==> config.mk <==
export PLATFORM = sky130hd
export DESIGN_NAME = id_bundle_reader_flat
export DESIGN_NICKNAME = d
export VERILOG_FILES = /design/src/rtl/cpu_pipe_pkg.sv /design/src/rtl/id_bundle_reader_if.sv /design/src/rtl/bundle_fifo2.sv /design/src/rtl/id_bundle_reader.sv /design/src/flat_wrapper.sv
export SDC_FILE = /design/constraint.sdc
export NUM_CORES = 1
export LEC_CHECK = 0
export BUFFER_PORTS_ARGS = -buffer_cell sky130_fd_sc_hd__buf_2
export CORE_MARGIN = 10
export CORE_UTILIZATION = 55
export DETAILED_ROUTE_END_ITERATION = 12
export PLACE_DENSITY_LB_ADDON = 0.1
export SYNTH_ARGS = -nofsm -noshare
export SYNTH_HDL_FRONTEND = slang
export SYNTH_HIERARCHICAL = 1
export SYNTH_SLANG_ARGS = --single-unit
==> constraint.sdc <==
create_clock -name clk -period 2.98 [get_ports clk]
set_input_delay 0.596 -clock clk [delete_from_list [all_inputs] [get_ports clk]]
set_output_delay 0.596 -clock clk [all_outputs]
set_load 0.1 [all_outputs]
==> src/rtl/cpu_pipe_pkg.sv <==
// Shared IF/ID pipeline definitions: bundle layout, register-field positions, bubble word.
package cpu_pipe_pkg;

  localparam int BUNDLE_W  = 64;
  localparam int PC4_LSB   = 0;
  localparam int INSTR_LSB = 32;

  localparam int RS_MSB = 25;
  localparam int RS_LSB = 21;
  localparam int RT_MSB = 20;
  localparam int RT_LSB = 16;

  localparam logic [31:0] NOP_WORD = 32'h0000_0000;

  typedef enum logic {
    HZ_NONE,
    HZ_LOADUSE
  } hazard_t;

endpackage

==> src/rtl/id_bundle_reader_if.sv <==
// IF->reader and reader->ID/EX handshake bundle.
// Valid/ready: a transfer happens at the posedge where valid & ready are both 1;
// the sender holds its data stable while valid=1 and ready=0, and ready never
// depends combinationally on valid.
interface id_bundle_reader_if;
  import cpu_pipe_pkg::*;

  logic [BUNDLE_W-1:0] in_bundle;
  logic                in_valid;
  logic                in_ready;
  logic [31:0]         out_instr;
  logic [31:0]         out_pc4;
  logic [4:0]          out_rs;
  logic [4:0]          out_rt;
  logic                out_valid;
  logic                out_ready;

  modport master (
    output in_bundle, in_valid, out_ready,
    input  in_ready, out_instr, out_pc4, out_rs, out_rt, out_valid
  );

  modport slave (
    input  in_bundle, in_valid, out_ready,
    output in_ready, out_instr, out_pc4, out_rs, out_rt, out_valid
  );
endinterface

==> src/rtl/bundle_fifo2.sv <==
// Two-entry bundle buffer with wrapping read/write pointers and an occupancy count.
module bundle_fifo2
  import cpu_pipe_pkg::*;
#(
  parameter int DEPTH = 2,
  parameter int PTR_W = $clog2(DEPTH),
  parameter int CNT_W = $clog2(DEPTH + 1)
) (
  input  logic                clk,
  input  logic                clr,
  input  logic                flush,
  input  logic                push,
  input  logic                pop,
  input  logic [BUNDLE_W-1:0] wr_data,
  output logic [BUNDLE_W-1:0] rd_data,
  output logic [CNT_W-1:0]    count,
  output logic                full
);

  logic [BUNDLE_W-1:0] mem [DEPTH];
  logic [PTR_W-1:0]    wr_ptr;
  logic [PTR_W-1:0]    rd_ptr;
  logic                do_push;
  logic                do_pop;

  assign full    = (count == CNT_W'(DEPTH));
  assign do_push = push & !full;
  assign do_pop  = pop & (count != '0);
  assign rd_data = mem[rd_ptr];

  function automatic logic [PTR_W-1:0] next_ptr(input logic [PTR_W-1:0] p);
    return (p == PTR_W'(DEPTH - 1)) ? '0 : p + 1'b1;
  endfunction

  always_ff @(posedge clk) begin
    if (clr) begin
      count  <= '0;
      wr_ptr <= '0;
      rd_ptr <= '0;
      for (int i = 0; i < DEPTH; i++) mem[i] <= '0;
    end else if (flush) begin
      // Redirect: contents become stale, only the bookkeeping needs resetting.
      count  <= '0;
      wr_ptr <= '0;
      rd_ptr <= '0;
    end else begin
      if (do_push) begin
        mem[wr_ptr] <= wr_data;
        wr_ptr      <= next_ptr(wr_ptr);
      end
      if (do_pop) rd_ptr <= next_ptr(rd_ptr);
      case ({do_push, do_pop})
        2'b10:   count <= count + 1'b1;
        2'b01:   count <= count - 1'b1;
        default: count <= count;
      endcase
    end
  end

endmodule

==> src/rtl/id_bundle_reader.sv <==
// ID-side consumer of IF/ID bundles: buffering, unpacking and back-pressure toward IF.
// Optional load-use stall gate is built when HAZARD_DETECT_EN is defined.
module id_bundle_reader
  import cpu_pipe_pkg::*;
#(
  parameter int DEPTH = 2
) (
  input  logic                    clk,
  input  logic                    clr,
  input  logic                    flush,
  output logic [1:0]              count,
`ifdef HAZARD_DETECT_EN
  input  logic                    ex_memread,
  input  logic [4:0]              ex_rt,
  output logic                    stall,
`endif
  id_bundle_reader_if.slave       bus
);

  logic [BUNDLE_W-1:0] head;
  logic [31:0]         head_instr;
  logic [31:0]         head_pc4;
  logic                full;
  logic                have;
  logic                hold;

  bundle_fifo2 #(.DEPTH(DEPTH)) u_fifo (
    .clk     (clk),
    .clr     (clr),
    .flush   (flush),
    .push    (bus.in_valid & bus.in_ready),
    .pop     (bus.out_valid & bus.out_ready),
    .wr_data (bus.in_bundle),
    .rd_data (head),
    .count   (count),
    .full    (full)
  );

  assign head_instr = head[INSTR_LSB +: 32];
  assign head_pc4   = head[PC4_LSB +: 32];
  assign have       = (count != 2'd0);

`ifdef HAZARD_DETECT_EN
  hazard_t hz;

  always_comb begin
    hz = HZ_NONE;
    if (have && ex_memread && (ex_rt != 5'd0) &&
        ((ex_rt == head_instr[RS_MSB:RS_LSB]) || (ex_rt == head_instr[RT_MSB:RT_LSB])))
      hz = HZ_LOADUSE;
  end

  assign stall = (hz == HZ_LOADUSE);
  assign hold  = stall;
`else
  assign hold  = 1'b0;
`endif

  // in_ready is registered-state only so IF never sees a path from out_ready.
  assign bus.in_ready  = !clr & !full;
  assign bus.out_valid = !clr & have & !flush & !hold;
  assign bus.out_instr = bus.out_valid ? head_instr : NOP_WORD;
  assign bus.out_pc4   = bus.out_valid ? head_pc4 : 32'h0;
  assign bus.out_rs    = bus.out_valid ? head_instr[RS_MSB:RS_LSB] : 5'd0;
  assign bus.out_rt    = bus.out_valid ? head_instr[RT_MSB:RT_LSB] : 5'd0;

endmodule

==> src/flat_wrapper.sv <==
// flat-port wrapper written by rule: the top's interface ports become plain ports
module id_bundle_reader_flat import cpu_pipe_pkg::*;
#(
  parameter int DEPTH = 2
)
  (clk, clr, flush, count, bus_in_bundle, bus_in_valid, bus_out_ready, bus_in_ready, bus_out_instr, bus_out_pc4, bus_out_rs, bus_out_rt, bus_out_valid);
  id_bundle_reader_if bus_i ();
  input  logic clk;
  input  logic clr;
  input  logic flush;
  output logic [1:0] count;
  input wire logic [$bits(bus_i.in_bundle)-1:0] bus_in_bundle;
  input wire logic [$bits(bus_i.in_valid)-1:0] bus_in_valid;
  input wire logic [$bits(bus_i.out_ready)-1:0] bus_out_ready;
  output wire logic [$bits(bus_i.in_ready)-1:0] bus_in_ready;
  output wire logic [$bits(bus_i.out_instr)-1:0] bus_out_instr;
  output wire logic [$bits(bus_i.out_pc4)-1:0] bus_out_pc4;
  output wire logic [$bits(bus_i.out_rs)-1:0] bus_out_rs;
  output wire logic [$bits(bus_i.out_rt)-1:0] bus_out_rt;
  output wire logic [$bits(bus_i.out_valid)-1:0] bus_out_valid;
  assign bus_i.in_bundle = bus_in_bundle;
  assign bus_i.in_valid = bus_in_valid;
  assign bus_i.out_ready = bus_out_ready;
  assign bus_in_ready = bus_i.in_ready;
  assign bus_out_instr = bus_i.out_instr;
  assign bus_out_pc4 = bus_i.out_pc4;
  assign bus_out_rs = bus_i.out_rs;
  assign bus_out_rt = bus_i.out_rt;
  assign bus_out_valid = bus_i.out_valid;
  id_bundle_reader #(.DEPTH(DEPTH)) u_core (.clk(clk), .clr(clr), .flush(flush), .count(count), .bus(bus_i));
endmodule
==> metrics.csv <==
metric,value,unit
Cell Pwr Density,506.4,nW/um^2
Placed Cells incl. Taps,753,
GRT Total Usage,0.1793,
final worst slack,0.2075,ns
"Primary FF master, synth",edfxtp_1,
CTS Buffer Depth,2,
Finished Layout Cells,785,
Worst path max stage delay,0.59,ns
gp weighted congestion,0.7327,
placed cell areas,8377,sq um
Post-CTS Hold Fix Bufs,0,
Root Driver,clkbuf_16,
clock-pin transition on the worst setup and hold timing paths,0.05,ns
RSZ-0062 raised after global routing,no,
Least-Margin Pin Slew,0.6287,ns
Starting Density,0.5575,
CTS Buf Count,17,
largest net degree at the start of global routing,65,
initial DRC count,209,
hold crit path type,in2reg,
vias in the first global route,4649,
Worst-Skew Late Latency,0.42,ns
Die W,132.6,um
syn avg cell area,14.85,sq um
dpl ws,0.3862,ns
Crit path required time,2.38,ns
#FFs+latches synth,133,
clk sinks,133,
Max IR drop VDD,0.3571,mV
final setup TNS,0,ns
Post-DP HPWL,10280,um
"Seq/Total Area, Yosys",0.5652,
critical path type,reg2out,
total grt overflow,0,
slowest CP cell,dfxtp_2,
"antenna viol nets, final",0,
Chip Height,132.6,um
Post-Route WL,15660,um
Reg area,3953,sq um
Vias,4195,
"Non-Filler Cell Area, Final",8925,sq um
via/cell ratio,5.344,
Reg2Reg Setup Slack,0.85,ns
Final Setup Violations,0,
Cell Rows,41,
Startpoint Class,flop,
largest cells by area after synthesis,"edfxtp_1 55%, and2_1 12%, nor4b_2 11%",
Post-synth EDFFs,128,
Cell variety after synth,25,
worst-path fanout max,29,
top-area cell type share of the netlist area,0.5508,
"Hold Vio Cnt, Final",0,
"FFs w/ async S/R, synth",0,
Period minus WS final,2.773,ns
fin crit share,0.9304,
fmax,0.3607,GHz
YS warnings,6,
clock skew,0.006267,ns
P&R area growth vs syn,27.90,%
WL/cell,19.95,um
post-cts sizing count,0,
most common cell in the netlist,and2_1,
first-pass GRT wire length,24870,um
n_diodes,0,
status,"finished, final reports clean",
crit end category,primary output,
core footprint,12520,sq um
number of max-cap violations,0,
Leak,3.585,nW
PortBufs,146,
Post-Syn Area,6978,sq um
initial antenna violation count,1,
post-CTS setup buffer count,0,
Mapped Nets,540,
crit-path cells,"buf_12, mux2_2, nor4b_4, buf_2",
arrival time worst endpoint,2.18,ns
Layout fillers,865,
Post-Synthesis Cells,470,
nets,670,
worst relative slew slack,0.5809,
total chip power,0.004519,W
# DRC,0,
Yosys top cell by area,edfxtp_1,
# IOs,147,
multi-input logic area,3223,sq um
CTS H-tree lvls,4,
Commonest cells post-synth,"129 x and2_1, 128 x edfxtp_1, 64 x mux2_2",
Die Area,17590,sq um
drt first pass iters,4,
"Slew Viols, Final",0,
TritonCTS clock tree,built,
share of cells above drive strength 1,0.5367,
==> metrics by stage <==
step,util,hold WS (ns)
after floorplan,-,0.4810
after global placement,0.6692,0.4995
after detailed placement,0.6692,0.5100
after CTS,0.7130,0.4488
after global routing,0.7130,0.4520
final,0.7130,0.4650
==> registers in the layout (all words and copies together) (netlist names), named ones only <==
name,count
u_core/u_fifo/rd_ptr,1
u_core/u_fifo/count,2
u_core/u_fifo/mem,128
u_core/u_fifo/wr_ptr,1
==> power by group <==
part,switching (W),leakage [nW],internal (W)
logic,0.000269,1.95,0.000153
clock network,0.000742,0.266,0.00121
registers,0.0000204,1.37,0.00213
==> kinds of logic after synthesis <==
group	after synthesis	synth area share
AO/OA/AOI/OAI	5	0.003945
multiplexers	64	0.1033
XOR/XNOR	3	0.003766
AND/OR/NAND/NOR	209	0.2580
flip-flops	133	0.5652
adder cells (fa/ha/maj)	1	0.001793
buffers and inverters	55	0.06401
==> layout by cell type, fill, tap and decap left out <==
cell,count
dfxtp_1,2
o21ai_0,2
dfxtp_2,1
nor4b_4,59
bufinv_16,2
or2_0,1
buf_2,144
o21a_1,1
inv_1,2
and2_1,129
xnor2_1,2
buf_6,2
edfxtp_1,128
nor4b_2,5
or2_4,2
nor4_4,2
ha_1,1
nand2b_1,1
buf_4,10
clkbuf_16,17
clkbuf_1,2
clkinv_1,4
clkinv_2,5
nor4b_1,1
mux2_2,64
clkinvlp_4,2
dfxtp_4,2
nor2_4,2
or3_1,2
nor3_2,1
nor2_1,3
a21oi_1,2
xor2_1,1
nor2b_4,1
buf_12,8
==> routing by layer <==
metal	GRT usage	vias to the layer above	wire length (um)
met3	0.05829	20	911
met5	0	-	11
met1	0.2119	2075	6634
met4	0.06601	2	216
met2	0.2987	129	7885
li1	-	1969	-
==> critical path, delay by kind of cell, from the launching register on <==
family                 cells  cell delay [ns]
multiplexers               1             0.18
flip-flops                 1             0.59
buffers and inverters      2             0.75
AND/OR/NAND/NOR            1             0.22
==> worst paths after layout <==
path / cells past startpoint / from / endpoint
worst max-delay path: 4 / flop / bus_out_rt[1]
worst max register to register: 7 / u_core/u_fifo/count[1]$_SDFFE_PP0P_ / u_core/u_fifo/mem[0][26]$_SDFFCE_PN0P_
worst min-delay path: 2 / bus_in_bundle[35] / u_core/u_fifo/mem[0][35]$_SDFFCE_PN0P_
worst min register to register: 2 / u_core/u_fifo/rd_ptr$_SDFFE_PP0P_ / u_core/u_fifo/rd_ptr$_SDFFE_PP0P_
==> cell type report <==
cell class	count	share of cell area
flip-flops and latches	133	0.4429
multi-input cells	282	0.3611
repair buffers	164	0.1096
clock buffers	19	0.04851
well taps	172	0.02411
clock inverters	13	0.01290
inverters	2	0.0008412
No activity file was read; power rests on OpenSTA's default activity.
